<file path="src/rtl/if_fetch.sv">
`timescale 1ns/1ps
// Instruction-fetch stage: owns the fetch PC, issues one imem request at a time
// and drives the IF/ID register, honouring ID stall and branch redirect.
module if_fetch #(
  parameter logic [31:0] RESET_PC  = 32'h0000_0000,
  parameter logic [31:0] NOP_INSTR = 32'h0000_0013
) (
  input  logic        clk,
  input  logic        rst,
  input  logic        stall,
  input  logic        redirect,
  input  logic [31:0] redirect_pc,
  output logic        imem_req,
  output logic [31:0] imem_addr,
  input  logic        imem_ready,
  input  logic        imem_rvalid,
  input  logic [31:0] imem_rdata,
  output logic [31:0] instruction,
  output logic [31:0] pc,
  output logic        id_valid
);

  localparam int unsigned XLEN = 32;
  localparam logic [XLEN-1:0] PC_STEP  = XLEN'(4);
  localparam logic [XLEN-1:0] ALIGN_MSK = 32'hFFFF_FFFC;

  localparam logic [1:0] S_FETCH = 2'd0;
  localparam logic [1:0] S_WAIT  = 2'd1;
  localparam logic [1:0] S_HOLD  = 2'd2;

  logic [1:0]      r_state;
  logic [XLEN-1:0] r_pc_f;
  logic            r_kill;
  logic [XLEN-1:0] r_buf_instr;
  logic [XLEN-1:0] r_buf_pc;
  logic [XLEN-1:0] r_instr;
  logic [XLEN-1:0] r_pc;
  logic            r_id_valid;

  logic [1:0]      w_state_nxt;
  logic [XLEN-1:0] w_pc_f_nxt;
  logic            w_kill_nxt;
  logic [XLEN-1:0] w_buf_instr_nxt;
  logic [XLEN-1:0] w_buf_pc_nxt;
  logic [XLEN-1:0] w_instr_nxt;
  logic [XLEN-1:0] w_pc_nxt;
  logic            w_id_valid_nxt;

  logic            w_handshake;
  logic            w_idif_free;
  logic [XLEN-1:0] w_redirect_tgt;

  assign imem_req       = (r_state == S_FETCH) && !redirect;
  assign imem_addr      = r_pc_f;
  assign w_handshake    = imem_req && imem_ready;
  assign w_idif_free    = !stall || !r_id_valid;
  assign w_redirect_tgt = redirect_pc & ALIGN_MSK;

  assign instruction = r_instr;
  assign pc          = r_pc;
  assign id_valid    = r_id_valid;

  // Next-state and IF/ID update; redirect is applied last so it overrides everything
  always_comb begin
    w_state_nxt     = r_state;
    w_pc_f_nxt      = r_pc_f;
    w_kill_nxt      = r_kill;
    w_buf_instr_nxt = r_buf_instr;
    w_buf_pc_nxt    = r_buf_pc;
    w_instr_nxt     = r_instr;
    w_pc_nxt        = r_pc;
    w_id_valid_nxt  = r_id_valid;

    if (!stall) begin
      w_instr_nxt    = NOP_INSTR;
      w_id_valid_nxt = 1'b0;
    end

    case (r_state)
      S_FETCH: begin
        if (w_handshake) w_state_nxt = S_WAIT;
      end
      S_WAIT: begin
        if (imem_rvalid) begin
          w_state_nxt = S_FETCH;
          if (r_kill) begin
            w_kill_nxt = 1'b0;
          end else begin
            w_pc_f_nxt = r_pc_f + PC_STEP;
            if (w_idif_free) begin
              w_instr_nxt    = imem_rdata;
              w_pc_nxt       = r_pc_f;
              w_id_valid_nxt = 1'b1;
            end else begin
              w_buf_instr_nxt = imem_rdata;
              w_buf_pc_nxt    = r_pc_f;
              w_state_nxt     = S_HOLD;
            end
          end
        end
      end
      S_HOLD: begin
        if (!stall) begin
          w_instr_nxt    = r_buf_instr;
          w_pc_nxt       = r_buf_pc;
          w_id_valid_nxt = 1'b1;
          w_state_nxt    = S_FETCH;
        end
      end
      default: begin
        w_state_nxt = S_FETCH;
      end
    endcase

    if (redirect) begin
      w_instr_nxt    = NOP_INSTR;
      w_id_valid_nxt = 1'b0;
      w_pc_f_nxt     = w_redirect_tgt;
      // A request still in flight must have its response dropped when it lands
      if ((r_state == S_WAIT) && !imem_rvalid) begin
        w_state_nxt = S_WAIT;
        w_kill_nxt  = 1'b1;
      end else begin
        w_state_nxt = S_FETCH;
        w_kill_nxt  = 1'b0;
      end
    end
  end

  always_ff @(posedge clk or posedge rst) begin
    if (rst) begin
      r_state <= S_FETCH;
    end else begin
      r_state <= w_state_nxt;
    end
  end

  always_ff @(posedge clk or posedge rst) begin
    if (rst) begin
      r_pc_f      <= RESET_PC;
      r_kill      <= 1'b0;
      r_buf_instr <= '0;
      r_buf_pc    <= '0;
      r_instr     <= NOP_INSTR;
      r_pc        <= '0;
      r_id_valid  <= 1'b0;
    end else begin
      r_pc_f      <= w_pc_f_nxt;
      r_kill      <= w_kill_nxt;
      r_buf_instr <= w_buf_instr_nxt;
      r_buf_pc    <= w_buf_pc_nxt;
      r_instr     <= w_instr_nxt;
      r_pc        <= w_pc_nxt;
      r_id_valid  <= w_id_valid_nxt;
    end
  end

endmodule
</file>
<file path="config.mk">
export PLATFORM = sky130hd
export DESIGN_NAME = if_fetch
export DESIGN_NICKNAME = d
export VERILOG_FILES = /design/src/rtl/if_fetch.sv
export SDC_FILE = /design/constraint.sdc
export NUM_CORES = 1
export LEC_CHECK = 0
export BUFFER_PORTS_ARGS = -buffer_cell sky130_fd_sc_hd__buf_2
export CAP_MARGIN = 20
export CORE_MARGIN = 2
export CORE_UTILIZATION = 54
export DETAILED_ROUTE_END_ITERATION = 10
export PLACE_DENSITY = 0.8
export SLEW_MARGIN = 20
export SYNTH_ARGS = -nofsm -noshare
export SYNTH_HDL_FRONTEND = slang
export SYNTH_SLANG_ARGS = --single-unit
</file>
<file path="constraint.sdc">
create_clock -name clk -period 7.16 [get_ports clk]
set_input_delay 1.074 -clock clk [delete_from_list [all_inputs] [get_ports clk]]
set_output_delay 1.074 -clock clk [all_outputs]
set_load 0.005 [all_outputs]
</file>
==> results of run 1 <==
[worst paths after layout]
| check | from | endpoint | slack [ns] |
|---|---|---|---|
| max | r_state[1]$_DFFE_PP0P_ | r_buf_pc[28]$_DFFE_PP0P_ | 3.72 |
| min | instruction[6]$_DFF_PP0_ | instruction[6]$_DFF_PP0_ | 0.48 |
| max reg2reg | r_state[1]$_DFFE_PP0P_ | r_buf_pc[28]$_DFFE_PP0P_ | 3.72 |
| min reg2reg | instruction[6]$_DFF_PP0_ | instruction[6]$_DFF_PP0_ | 0.48 |
| max in group asynchronous | rst | r_buf_pc[28]$_DFFE_PP0P_ | 5.23 |
| min in group asynchronous | rst | r_buf_instr[27]$_DFFE_PP0P_ | 0.73 |
[cell usage after synthesis (all sizes together)]
master   count
nor3         7
a31o         1
and3         2
or3          1
nor4         4
a22oi       29
conb         1
a311oi       1
and4         5
and3b        1
xor2         4
a31oi       14
o2bb2ai     29
o31a         1
ha           5
nor2        20
clkbuf      39
xnor2        6
nor2b        2
a211o        3
mux2i        3
o311ai       3
nand3b       1
or4         12
a221o        1
nand3       15
mux2       115
inv         20
o211ai       2
dfstp        3
buf         10
or2          2
nand2b       1
a21oi        5
nand4       15
dfrtp      155
nand2       32
o31ai       12
a32oi        3
a311o        1
o21ai       27
[power by group]
part           switching (W)  internal, W
Clock               0.000350     0.000547
Combinational       0.000201     0.000241
Sequential          0.000110      0.00106
[layout make-up]
class                           instances  share of cell area
Timing Repair Buffer                  169               0.101
Tap cell                              176              0.0249
Sequential cell                       158               0.447
Clock inverter                         11              0.0163
Clock buffer                           21              0.0498
Inverter                               20             0.00905
Multi-Input combinational cell        389               0.352
[worst reg2reg max path: stages, from the launching register on]
cell,delay [ns]
dfrtp_1,0.41
inv_1,0.11
ha_1,0.28
nand3b_1,0.57
nor2_4,0.94
buf_4,0.59
mux2_2,0.41
[registers in the layout, summed over array words and instances (netlist names)]
| register | cells |
|---|---|
| instruction | 32 |
| r_state | 2 |
| r_kill | 1 |
| id_valid | 1 |
| r_buf_instr | 32 |
| imem_addr | 30 |
| r_buf_pc | 30 |
| pc | 30 |
[cell families after synthesis]
family,synth area share
DFF,0.541
muxes,0.181
AOI/OAI and AO/OA,0.130
xor gates and xnor gates,0.0120
other,0.000513
and+or+nand+nor,0.0869
buffers and inverters,0.0400
adders and majority gates,0.00855
[per-stage QoR]
stage          setup slack, ns   util  power [W]  cells  hold WS [ns]
2_1_floorplan             1.83      -    0.00142    616         0.475
3_3_place_gp              3.45  0.622    0.00159    911         0.466
3_5_place_dp              3.36  0.622    0.00162    911         0.470
4_1_cts                   3.71  0.666    0.00252    943         0.490
5_1_grt                   3.51  0.668    0.00263    944         0.506
6_report                  3.72  0.668    0.00251    944         0.484
[metal layers]
| layer | global-route usage | up-vias |
|---|---|---|
| met5 | 0 | - |
| met4 | 0.0974 | 0 |
| met3 | 0.0594 | 31 |
| met2 | 0.421 | 221 |
| met1 | 0.327 | 2850 |
| li1 | - | 2562 |
==> key figures, run 1 <==
Flow run
  • Max-Cap Viols: 0

Die
  • Row count: 42
  • Die Y: 120 um
  • Die width: 120 um
  • Core area: 13,200 um^2
  • Initial core utilization: 0.552
  • IO Pins: 168
  • Die area: 14,500 um^2

Power
  • LEAKAGE: 4.09 nW
  • PwrDens: 284 nW/um^2
  • Worst VDD drop: 0.000173 V

Placed design
  • Buffers on Ports: 161
  • Placed cell areas: 8240 um^2
  • Post-detail-place hpwl: 11,700 um
  • Routability cong.: 0.816

Clocking
  • Htree depth: 4
  • CTS clk-pin slew, worst paths: 0.06 ns
  • Hold_buf cts: 0
  • Post-CTS Setup Bufs: 0
  • Clock buffer depth: 2
  • Number of clock sinks: 158
  • Clock Latency Late Sink: 0.42 ns
  • Resized cells post-CTS: 0
  • Clock root cell: clkbuf_16
  • CTS tree: yes
  • CTS Buf Count: 17

Synth
  • Share of the synthesized area in the top cell type: 0.530
  • Syn Inst Count: 613
  • Yosys Warn Count: 0
  • Unique cell type count in the Yosys netlist: 47
  • Mean Syn Cell Area: 11.9 um^2
  • Yosys reg bits: 158
  • Post-synth top area cell: dfrtp_1
  • Dominant cells by area after synthesis: dfrtp_1, mux2_2, o2bb2ai_1
  • Post-Syn Area: 7310 um^2
  • Seq/Total Area, Yosys: 0.541

Worst setup path
  • Largest stage delay on the critical path: 0.94 ns
  • Delay-heaviest family, CP: simple AND/OR/NAND/NOR gates
  • Crit path cell chain: inv_1, ha_1, nand3b_1, nor2_4, buf_4, mux2_2
  • Crit-path max FO: 34
  • CP arrival: 3.74 ns
  • R2R cell count: 6
  • Critical Path Start Type: register
  • Cell count along the critical path: 6
  • Crit path kind: reg2reg
  • Worst Setup End Kind: register
  • Crit-path slowest cell: nor2_4
  • Crit path buffers/inverters: 2
  • CP Data Required Time: 7.46 ns

STA
  • Tcrit/Tclk final: 0.481
  • Final Hold Fails: 0
  • Total negative setup slack: 0 ns
  • Rel. slew slack: 0.293
  • Final min period: 3.44 ns
  • # setup viols final: 0
  • Fmax: 291 MHz
  • Pins over their slew limit: 0
  • Worst slew pin tran: 1.06 ns
  • RSZ-0062 raised after global routing: no
  • Clock Skews: 0.00595 ns

Hold path
  • Worst Hold Depth: 1
  • HP Class: reg2reg

Global route
  • Vias in the first global route: 5,827
  • Antenna violations before repair: 1
  • Residual overflow from global routing: 0
  • First-pass GRT wire length: 29,100 um
  • Tot GR Track Use: 0.255
  • Largest net degree at the start of global routing: 86

Drt
  • DRC Markers: 0
  • M1 wire length: 7510 um
  • Pre-antenna DRT Iters: 5
  • WL met3: 1160 um
  • Uppermost routed layer: met4
  • Routed WL: 18,000 um
  • Drt initial violations: 386
  • WL/cell: 19.0 um
  • WL met2: 8940 um
  • Total number of vias: 5,664
  • Post-DRT Antenna Nets: 0
  • Vias per inst: 6.00

Cells and area
  • Commonest non-fill, non-tap cell in the layout: buf_2
  • Sequential Area: 3960 um^2
  • Commonest non-fill, non-tap cells in the layout: buf_2, dfrtp_1, mux2_2
  • Nets: 830
  • Fillers: 1,001
  • Diode count: 0
  • Fin area: 8850 um^2
  • Area of the multi-input gates: 3120 um^2
  • Layout area overhead: 21.0%
  • Fraction of layout cells with a size suffix above 1: 0.426

Status
  • Status: complete, no violations
No activity file was read; power rests on OpenSTA's default activity.
==> run 2, diff against run 1 <==
Settings changed: CORE_UTILIZATION 54 to 49, PLACE_DENSITY 0.8 to 0.76.
Clock period 7.16 ns to 3.07 ns, I/O delays scaled along.
==> key figures, run 2 (synthesis results as in run 1) <==
Clocking
  • Clock Latency Late Sink: 0.42 ns
  • CTS clk-pin slew, worst paths: 0.06 ns
  • Htree depth: 4
  • Hold_buf cts: 0
  • Post-CTS Setup Bufs: 0
  • Clock buffer depth: 2
  • CTS Buf Count: 17
  • Number of clock sinks: 158
  • CTS tree: yes
  • Clock root cell: clkbuf_16
  • Resized cells post-CTS: 0

STA
  • RSZ-0062 raised after global routing: no
  • Rel. slew slack: 0.339
  • Final min period: 2.33 ns
  • Final Hold Fails: 0
  • Fmax: 430 MHz
  • Worst slew pin tran: 0.991 ns
  • Total negative setup slack: 0 ns
  • Pins over their slew limit: 0
  • Clock Skews: 0.00913 ns
  • # setup viols final: 0
  • Tcrit/Tclk final: 0.758

Global route
  • Antenna violations before repair: 1
  • Tot GR Track Use: 0.232
  • First-pass GRT wire length: 29,300 um
  • Vias in the first global route: 5,729
  • Largest net degree at the start of global routing: 85
  • Residual overflow from global routing: 0

Drt
  • WL/cell: 18.8 um
  • Total number of vias: 5,631
  • Post-DRT Antenna Nets: 0
  • Vias per inst: 5.87
  • Pre-antenna DRT Iters: 5
  • DRC Markers: 0
  • Routed WL: 18,100 um
  • Drt initial violations: 451

Die
  • Die area: 15,900 um^2
  • Initial core utilization: 0.503
  • Die Y: 126 um
  • IO Pins: 168
  • Die width: 126 um
  • Core area: 14,500 um^2
  • Row count: 44

Cells and area
  • Fillers: 1,171
  • Fraction of layout cells with a size suffix above 1: 0.433
  • Commonest non-fill, non-tap cell in the layout: buf_2
  • Diode count: 0
  • Layout area overhead: 23.1%
  • Fin area: 9000 um^2
  • Commonest non-fill, non-tap cells in the layout: buf_2, dfrtp_1, mux2_2
  • Nets: 838

Power
  • LEAKAGE: 4.15 nW
  • PwrDens: 670 nW/um^2
  • Worst VDD drop: 0.000357 V

Worst setup path
  • Worst Setup End Kind: register
  • CP Data Required Time: 3.41 ns
  • Crit-path max FO: 18
  • Critical Path Start Type: register
  • R2R cell count: 7
  • Reg2reg end: instruction[29]$_DFF_PP0_
  • Crit path kind: reg2reg
  • Largest stage delay on the critical path: 0.71 ns
  • Crit-path slowest cell: a311oi_4
  • CP arrival: 2.67 ns
  • R2R Path Start: r_state[1]$_DFFE_PP0P_
  • Internal reg-to-reg setup slack: 0.74 ns
  • CP dominant cell by count: inv_1
  • Crit path cell chain: inv_1, ha_1, inv_1, a31o_2, a311oi_4, buf_12, o2bb2ai_1

Hold path
  • HP Class: in2async

Status
  • Status: complete, no violations

Placed design
  • Post-detail-place hpwl: 12,000 um
  • Routability cong.: 0.826
  • Placed cell areas: 8340 um^2
  • Buffers on Ports: 161

Flow run
  • Max-Cap Viols: 0
-- run 2: where the power goes --
| group | leakage, nW | switching, W | total, W | internal (W) |
|---|---|---|---|---|
| sequential | 2.03 | 0.000268 | 0.00275 | 0.00248 |
| combinational | 1.82 | 0.000462 | 0.00104 | 0.000575 |
| clock | 0.304 | 0.000823 | 0.00225 | 0.00143 |
| total | 4.15 | 0.00155 | 0.00603 | 0.00448 |
-- run 2: worst max-delay path by stage --
stage	start	endpoint	slack (ns)	cells past startpoint
6_report	r_state[1]$_DFFE_PP0P_	instruction[29]$_DFF_PP0_	0.74	7
3_5_place_dp	r_state[0]$_DFFE_PP0P_	pc[28]$_DFFE_PP0P_	0.50	6
2_1_floorplan	rst	id_valid$_DFF_PP0_	0.61	1
5_1_grt	r_state[1]$_DFFE_PP0P_	instruction[17]$_DFF_PP0_	0.61	7
4_1_cts	r_state[0]$_DFFE_PP0P_	pc[28]$_DFFE_PP0P_	0.49	6
3_3_place_gp	r_state[0]$_DFFE_PP0P_	pc[24]$_DFFE_PP0P_	0.59	6
-- run 2: through the flow --
stage	setup WS (ns)	hold WS (ns)	util	cells	power [W]
2_1_floorplan	0.611	0.475	-	616	0.00331
3_3_place_gp	0.586	0.467	0.574	927	0.00374
3_5_place_dp	0.500	0.469	0.574	927	0.00381
4_1_cts	0.485	0.189	0.618	959	0.00608
5_1_grt	0.607	0.199	0.620	960	0.00634
6_report	0.744	0.161	0.620	960	0.00603
-- run 2: cell type report --
| cell class | instances | area (um^2) | share of cell area |
|---|---|---|---|
| sequential | 158 | 3960 | 0.439 |
| multi-input combinational | 389 | 3120 | 0.346 |
| timing repair buffer | 177 | 983 | 0.109 |
| clock buffer | 23 | 478 | 0.0531 |
| tap | 184 | 230 | 0.0256 |
| clock inverter | 9 | 158 | 0.0175 |
| inverter | 20 | 78.8 | 0.00875 |
-- run 2: layer usage --
metal	GRT usage	share of wire	routed length (um)
met3	0.0714	0.075	1360
met2	0.377	0.49	8830
met4	0.0808	0.014	257
met1	0.297	0.42	7620
met5	0	0.00072	13
-- run 2: critical path, delay by kind of cell (launching register included) --
kind | cells | cell delay, ns
adders and majority gates | 1 | 0.26
DFF | 1 | 0.40
AOI/OAI and AO/OA | 3 | 1.12
buffers and inverters | 3 | 0.45
